==> config.mk <==
export PLATFORM = sky130hd
export DESIGN_NAME = bmem_arbiter
export DESIGN_NICKNAME = d
export VERILOG_FILES = /design/src/rtl/bmem_arbiter.sv
export SDC_FILE = /design/constraint.sdc
export NUM_CORES = 1
export LEC_CHECK = 0
export BUFFER_PORTS_ARGS = -buffer_cell sky130_fd_sc_hd__buf_4
export CAP_MARGIN = 0
export CORE_AREA = 2 2 387 389
export CTS_CLUSTER_DIAMETER = 80
export DETAILED_ROUTE_END_ITERATION = 7
export DIE_AREA = 0 0 389 391
export PLACE_DENSITY_LB_ADDON = 0.1
export REMOVE_ABC_BUFFERS = 1
export SLEW_MARGIN = 20
export SYNTH_ARGS = -nofsm -noshare
export SYNTH_HDL_FRONTEND = slang
export SYNTH_SLANG_ARGS = --single-unit
==> constraint.sdc <==
create_clock -name clk -period 2.4 [get_ports clk]
set_input_delay 0.24 -clock clk [delete_from_list [all_inputs] [get_ports clk]]
set_output_delay 0.24 -clock clk [all_outputs]
set_load 0.05 [all_outputs]
==> src/rtl/bmem_arbiter.sv <==
// bmem_arbiter: shares the burst-memory port between I-cache and D-cache.
// Round-robin between the two requesters, one line transaction at a time;
// each 256-bit line moves as four 64-bit beats, read beats are assembled
// back into a line.
//
// Ports:
//   clk, rst                  clock, synchronous active-high reset
//   i_addr, i_read            I-cache line read request (level)
//   i_rdata, i_resp           assembled line and one-cycle completion pulse
//   d_addr, d_read, d_write   D-cache line read / writeback request (level)
//   d_wdata                   writeback line, stable until d_resp
//   d_rdata, d_resp           assembled line and one-cycle completion pulse
//   bmem_address              line-aligned burst address
//   bmem_read                 one-cycle burst read command
//   bmem_write, bmem_wdata    write beat valid and data
//   bmem_rdata, bmem_resp     read beat data / valid, or write ack
module bmem_arbiter #(
    parameter  int LINE_W = 256,
    parameter  int BEAT_W = 64,
    localparam int BEATS  = LINE_W / BEAT_W,
    localparam int BW     = (BEATS > 1) ? $clog2(BEATS) : 1
) (
    input  logic              clk,
    input  logic              rst,
    input  logic [31:0]       i_addr,
    input  logic              i_read,
    output logic [LINE_W-1:0] i_rdata,
    output logic              i_resp,
    input  logic [31:0]       d_addr,
    input  logic              d_read,
    input  logic              d_write,
    input  logic [LINE_W-1:0] d_wdata,
    output logic [LINE_W-1:0] d_rdata,
    output logic              d_resp,
    output logic [31:0]       bmem_address,
    output logic              bmem_read,
    output logic              bmem_write,
    output logic [BEAT_W-1:0] bmem_wdata,
    input  logic [BEAT_W-1:0] bmem_rdata,
    input  logic              bmem_resp
);

    typedef enum logic [2:0] {
        IDLE,
        RD_CMD,
        RD_BEATS,
        WR_BEATS,
        WR_ACK,
        DONE
    } state_e;

    state_e            state_q, state_d;
    logic [BW-1:0]     beat_q, beat_d;
    logic              last_d_q, last_d_d;   // 1: D-cache won last grant
    logic              gnt_d_q, gnt_d_d;     // 1: current owner is D-cache
    logic [31:0]       addr_q, addr_d;
    logic [LINE_W-1:0] line_q, line_d;       // read assembly buffer
    logic [LINE_W-1:0] irdata_q, irdata_d;
    logic [LINE_W-1:0] drdata_q, drdata_d;

    logic d_pend;
    logic pick_d;
    logic last_beat;

    assign d_pend    = d_read | d_write;
    // Both pending: the side that did not win last time goes first.
    assign pick_d    = d_pend & (~i_read | ~last_d_q);
    assign last_beat = (beat_q == BW'(BEATS - 1));

    always_comb begin
        state_d  = state_q;
        beat_d   = beat_q;
        last_d_d = last_d_q;
        gnt_d_d  = gnt_d_q;
        addr_d   = addr_q;
        line_d   = line_q;
        irdata_d = irdata_q;
        drdata_d = drdata_q;

        unique case (state_q)
            IDLE: begin
                if (i_read || d_pend) begin
                    gnt_d_d  = pick_d;
                    last_d_d = pick_d;
                    addr_d   = (pick_d ? d_addr : i_addr) & ~32'h1F;
                    beat_d   = '0;
                    // Writeback wins over a read on the D side.
                    state_d  = (pick_d && d_write) ? WR_BEATS : RD_CMD;
                end
            end
            RD_CMD: begin
                beat_d  = '0;
                state_d = RD_BEATS;
            end
            RD_BEATS: begin
                if (bmem_resp) begin
                    line_d[int'(beat_q)*BEAT_W +: BEAT_W] = bmem_rdata;
                    beat_d = beat_q + BW'(1);
                    if (last_beat) begin
                        // Publish the line so it is visible in DONE and
                        // stays put until the next read to that side.
                        if (gnt_d_q) drdata_d = line_d;
                        else         irdata_d = line_d;
                        state_d = DONE;
                    end
                end
            end
            WR_BEATS: begin
                beat_d = beat_q + BW'(1);
                if (last_beat) state_d = WR_ACK;
            end
            WR_ACK: begin
                if (bmem_resp) state_d = DONE;
            end
            DONE: begin
                state_d = IDLE;
            end
            default: begin
                state_d = IDLE;
            end
        endcase
    end

    always_ff @(posedge clk) begin
        if (rst) begin
            state_q  <= IDLE;
            beat_q   <= '0;
            last_d_q <= 1'b1;
            gnt_d_q  <= 1'b0;
            addr_q   <= '0;
            line_q   <= '0;
            irdata_q <= '0;
            drdata_q <= '0;
        end else begin
            state_q  <= state_d;
            beat_q   <= beat_d;
            last_d_q <= last_d_d;
            gnt_d_q  <= gnt_d_d;
            addr_q   <= addr_d;
            line_q   <= line_d;
            irdata_q <= irdata_d;
            drdata_q <= drdata_d;
        end
    end

    assign bmem_address = addr_q;
    assign bmem_read    = (state_q == RD_CMD);
    assign bmem_write   = (state_q == WR_BEATS);
    assign bmem_wdata   = bmem_write ?
                          d_wdata[int'(beat_q)*BEAT_W +: BEAT_W] : '0;
    assign i_resp       = (state_q == DONE) & ~gnt_d_q;
    assign d_resp       = (state_q == DONE) &  gnt_d_q;
    assign i_rdata      = irdata_q;
    assign d_rdata      = drdata_q;

    // A D-cache read and writeback at the same time is a protocol error.
    a_d_rw_excl : assert property (
        @(posedge clk) disable iff (rst) !(d_read && d_write)
    );

endmodule
### Word level (Yosys, flattened, before mapping)

Index checks and enable logic that the tools add are counted.

| word-level totals | value |
|---|---|
| bits of input ports | 390 |
| output and inout bits | 612 |
| register bits after elaboration | 802 |
| word-level logic and storage cells | 55 |

| cells by class | value |
|---|---|
| eq/ne operators | 11 |
| $add $sub $neg | 2 |
| reductions and logical operators | 10 |
| bitwise gates (word level) | 8 |
| shift operators | 3 |
| mux-type cells | 13 |

Operator list:

| operator | count |
|---|---|
| $bwmux 256 | 1 |
| $shift 64x33->256 const A | 1 |
| $shiftx 256x9->64 | 1 |
| $shiftx 64x33->256 | 1 |
| $mux 64 | 1 |
| $neg 8->33 | 1 |
| $mux 32 | 1 |
| $mux 3 | 5 |
| $pmux 3 s5 | 1 |
| $ne 2x2->1 const B | 4 |
| $pmux 2 s4 | 1 |
| $reduce_and 4->1 | 2 |
| $eq 3x2->1 const B | 2 |
| $eq 3x3->1 const B | 2 |
| $mux 2 | 3 |
| $reduce_and 5->1 | 1 |
| $reduce_and 2->1 | 2 |
| $reduce_bool 4->1 | 1 |
| $and 1x1->1 | 3 |
| $eq 3x1->1 const B | 1 |
| $logic_not 3->1 | 1 |
| $not 1->1 | 3 |
| $reduce_and 3->1 | 1 |
| $add 2x1->2 const B | 1 |
| other kinds (5) | 6 |

### Logic depth before layout (Yosys ltp)

| depth | value |
|---|---|
| depth in word-level cells | 7 |
| mapped depth | 11 |

### Worst setup path after synthesis

Ideal clock, no wire load.

| timing | value |
|---|---|
| path type | register to register |
| start | reg beat_q[1] |
| end | reg line_q[112] |
| data arrival time | 2.462 ns |
| library setup time | 0.117 ns |
| data required time | 2.283 ns |
| path buffers | 5 |
| stages on the path, launching flop included | 11 |
| slack | -0.178 ns |
| clock period less this slack | 2.578 ns |
| cells stage by stage | dfxtp_1 -> buf_2 -> buf_1 -> inv_1 -> ha_1 -> and3b_1 -> buf_2 -> and4b_1 -> buf_2 -> buf_2 -> a22o_1 |

| between the ends | value |
|---|---|
| cells in the longest elaborated chain, start to end | 3 |
| elaborated cells between the ends (all ways) | 4 |
| classes of those cells | add/sub: 1; shift: 2; mux: 1 |

RTL lines:

| what | RTL line | RTL |
|---|---|---|
| start: declaration | 53 | `logic [BW-1:0] beat_q, beat_d;` |
| start signal: assignment | 136 | `beat_q <= beat_d;` |
| $neg 8->33 * | 97 | `line_d[int'(beat_q)*BEAT_W +: BEAT_W] = bmem_rdata;` |
| $shiftx 64x33->256 or $shift 64x33->256 (tied branches) | 97 |  |
| $bwmux 256 * | 97 |  |
| end signal: assignment | 140 | `line_q <= line_d;` |
| end: declaration | 57 | `logic [LINE_W-1:0] line_q, line_d;` |

Mark *: on every way between the ends. The rest lies on a longest branch, timed or not.
A chain may end at the register's enable or synchronous reset.

### Worst setup path in the final report

| timing | value |
|---|---|
| start | reg beat_q[0] |
| end | out bmem_wdata[42] |

| between the ends | value |
|---|---|
| cells in the longest elaborated chain, start to end | 2 |

RTL lines:

| what | RTL line | RTL |
|---|---|---|
| $shiftx 256x9->64 | 150 | `d_wdata[int'(beat_q)*BEAT_W +: BEAT_W] : '0;` |
| $mux 64 | 149 | `assign bmem_wdata = bmem_write ?` |
| end: declaration | 38 | `output logic [BEAT_W-1:0] bmem_wdata,` |

Every way passes these cells.

==> key figures <==
Run status
  • Status: finished with violations
  • Failing checks: setup timing

Setup path
  • Worst path slowest cell: mux4_2
  • Most used cell, CP: buf_16
  • Critical path class: flop to output pin
  • Worst Setup Start Kind: flop
  • CP Max Fanout: 8
  • CP Cell Sequence: buf_16 -> buf_16 -> mux4_2 -> nor2b_2 -> buf_6
  • Worst Path Arrival: 2.33 ns
  • Crit. End Element: output pin
  • FF-to-FF path depth: 8
  • CP max stage delay: 0.55 ns
  • Critical Path RT: 2.16 ns

STA
  • Fmax: 0.389 GHz
  • Final min period: 2.57 ns
  • Fin. max-slew vios: 0
  • Tcrit/Tclk final: 107%
  • RSZ-0062 raised after global routing: yes
  • Final setup TNS: -6.79 ns
  • Rel. slew slack: approximately a third
  • Worst slew pin tran: 1.01 ns
  • Hold Worst Slack: 0.0706 ns
  • Setup Skew: approximately 0.032 ns
  • Worst setup margin: -0.170 ns
  • Final hold violations: 0
  • Final setup violation count: 64

Clocking
  • Max clock buf depth: 3
  • CTS buffer count: 98
  • TritonCTS Sinks: 802
  • Worst-path clk slew: 0.06 ns
  • CTS HTree Levels: 3
  • CTS tree: yes
  • Clock Latency Late Sink: 0.71 ns
  • Clock Tree Root: clkbuf_16

Power
  • PD cells: about 690 mW/mm2
  • Sequential power share: 40.1%
  • Comb power frac: 17.1%
  • Tot Pwr: 34.3 mW
  • Peak supply drop: 0.000485 V
  • Pleak: 17.6 nW
  • Clock share of power: 42.8%
  • Internal: 24.2 mW
  • P_sw: a little over 10 mW
  • Sw Ratio: 29.6%

Route
  • Vias per cell: 5.20
  • DRC: 0
  • Antenna-violating nets left: 0
  • Overall routed net length: 197 mm
  • Number of DRC markers in iteration 0: 2,310
  • Via count: 33,970
  • First-pass DRT Iterations: 5
  • Drt wl/cell: 30.1 um

Layout
  • Layout cells sized above 1: around 34%
  • Area growth syn-to-layout: 46.4%
  • Seq. cell area: between 0.015 and 0.02 mm2
  • # fillers: 15,407
  • Fin util: 33.5%
  • Area of the multi-input gates: 0.0163 mm2
  • Finished Layout Cells: 6,532
  • Final layout net count: 4,906

Synthesis
  • Synth Instances: 3,577
  • Synth cell types: 48
  • Post-Syn Area: 0.0340 mm2
  • Most used DFF post-synth: dfxtp_1
  • Seq/Total Area, Yosys: 47.3%
  • Number of enable-type register cells in the synthesized netlist: 0
  • Avg Inst Size Synth: roughly 9.5 um2
  • Synthesized flop and latch total: 802
  • Async set-reset flop share out of synthesis: 0%
  • Synth Warn #: 0

Global routing
  • GRT Total Usage: 24.3%
  • Largest net degree at the start of global routing: 156
  • Residual overflow from global routing: 0
  • Initial antenna violation count: 23
  • First-pass GRT wire length: roughly 270 mm
  • Vias in the first global route: 32,445

Place
  • GP Congestion: 0.994
  • # port buffers: 986
  • Post-DP HPWL: 139 mm
  • Placed cells: 6,205

Floorplanning
  • Placement Rows: 142
  • Full die area: 0.152 mm2
  • Die Wd: between 300 and 400 um
  • Ports: around 1,000
  • Core box area: 0.149 mm2
  • Die span in y: 391 um
  • Initial Utilization: between 20% and 30%

Hold path
  • Tightest Hold Check Type: primary input to flop
  • Min-Delay Path Depth: 3

Run
  • Max capacitance violation total: 0
-- Yosys cell counts, drive strengths merged, types with 2 or more instances --
master / n / share of area (%)
mux4: 64 / 4.2
a211oi: 646 / 16
and4bb: 3 / 0.11
buf: 196 / 3.0
nand4: 90 / 1.7
or3: 2 / 0.037
a32oi: 117 / 3.0
a22o: 29 / 0.75
dfxtp: 802 / 47
inv: 9 / 0.099
nor2b: 206 / 3.8
clkbuf: 275 / 3.0
a22oi: 4 / 0.088
a31oi: 136 / 2.5
nand2: 60 / 0.66
nand3: 4 / 0.059
and2: 5 / 0.092
nand2b: 2 / 0.037
nand3b: 2 / 0.044
mux2i: 2 / 0.059
nor3: 4 / 0.059
o21ai: 94 / 1.4
nor3b: 5 / 0.14
a21oi: 635 / 9.4
nor2: 138 / 1.5
a311oi: 27 / 0.70
ha: 6 / 0.22
-- critical path: cells and delay by family, from the launching register on --
kind,cells,cell delay (ns)
buffers and inverters,3,0.51
flip-flops,1,0.37
multiplexers,1,0.55
AND/OR/NAND/NOR,1,0.18
-- sequential cells by signal, summed over array words and instances, names as in the netlist --
signal        flops
line_q          256
last_d_q          1
bmem_address     27
gnt_d_q           1
i_rdata         256
beat_q            2
state_q           3
d_rdata         256
-- area by class of cell --
| type | count | area share [%] |
|---|---|---|
| inverter | 9 | 0.113 |
| multi-input combinational | 2299 | 32.8 |
| clock buffer | 145 | 5.68 |
| sequential | 802 | 32.3 |
| tap | 1944 | 4.89 |
| clock inverter | 27 | 0.554 |
| antenna | 6 | 0.0302 |
| timing repair buffer | 1300 | 23.6 |
-- layout by cell type (no fill, tap or decap), types with 4 or more instances in the layout --
cell and n:
buf_4 1012, dfxtp_1 797, a21oi_1 634, a211oi_1 550
nor2b_1 185, nor2_1 138, a31oi_1 117, dlygate4sd3_1 117
clkbuf_16 111, a32oi_1 110, a211oi_2 96, o21ai_0 94
nand4_1 90, buf_6 72, buf_12 68, mux4_2 64
nand2_1 60, clkbuf_1 30, a22o_1 29, a311oi_1 27
a31oi_2 19, buf_16 18, nor2b_4 15, clkbuf_8 15
clkinv_2 15, a32oi_2 7, diode_2 6, nor2b_2 6
clkinvlp_4 6, conb_1 5, nand3_1 4, a22oi_1 4
dfxtp_4 4
-- routing by layer --
metal	up-vias	routed length [um]	track usage [%]
li1	15611	-	-
met1	17068	90000	33.3
met2	1090	91000	39.5
met3	187	11200	4.93
met4	14	4230	5.22
met5	-	88	0
-- worst paths after layout --
kind                                               start  slack (ns)                            end
worst min-delay path                          i_addr[17]        0.07  bmem_address[17]$_SDFFE_PP0P_
worst min register to register  line_q[138]$_SDFFE_PP0P_        0.47       line_q[138]$_SDFFE_PP0P_
worst max register to register    beat_q[0]$_SDFFE_PP0P_        0.10       d_rdata[68]$_SDFFE_PP0P_
worst max-delay path              beat_q[0]$_SDFFE_PP0P_       -0.17                 bmem_wdata[42]
-- stage by stage --
step	cell area, um2	worst slack [ns]
2_1_floorplan	31900	-16.50
3_3_place_gp	44100	0.0670
3_5_place_dp	44100	0.0300
4_1_cts	48900	-0.242
5_1_grt	49700	-0.241
6_report	49700	-0.170
-- logic make-up (layout without fill, tap and decap cells) --
kind of cell             count (synthesis)  in the layout  share of synthesized area (%)
AND/OR/NAND/NOR                        526            526                           8.39
flip-flops                             802            802                           47.3
AO/OA/AOI/OAI                         1696           1696                           33.6
adder cells (fa/ha/maj)                  6              6                          0.221
multiplexers                            66             66                           4.30
buffers and inverters                  480           1481                           6.19
other                                    1             11                         0.0110
-- timing repair --
item	4_1_cts	5_1_grt
setup buffers	8	11
gates resized for setup	76	102
hold buffers	117	0
endpoints found under the hold margin	253	0
endpoints found under the setup margin	66	284
pin swaps	2	5
cloned	5	10
-- power by group through the flow --
stage          clock (mW)  combinational [mW]  sequential, mW
3_3_place_gp            0                5.35            14.1
5_1_grt              15.6                6.18            13.8
2_1_floorplan           0                2.17            14.4
6_report             14.7                5.87            13.8
4_1_cts              15.1                5.75            13.8
3_5_place_dp            0                5.35            14.1
Note: power is estimated with default switching activity, not from simulation.
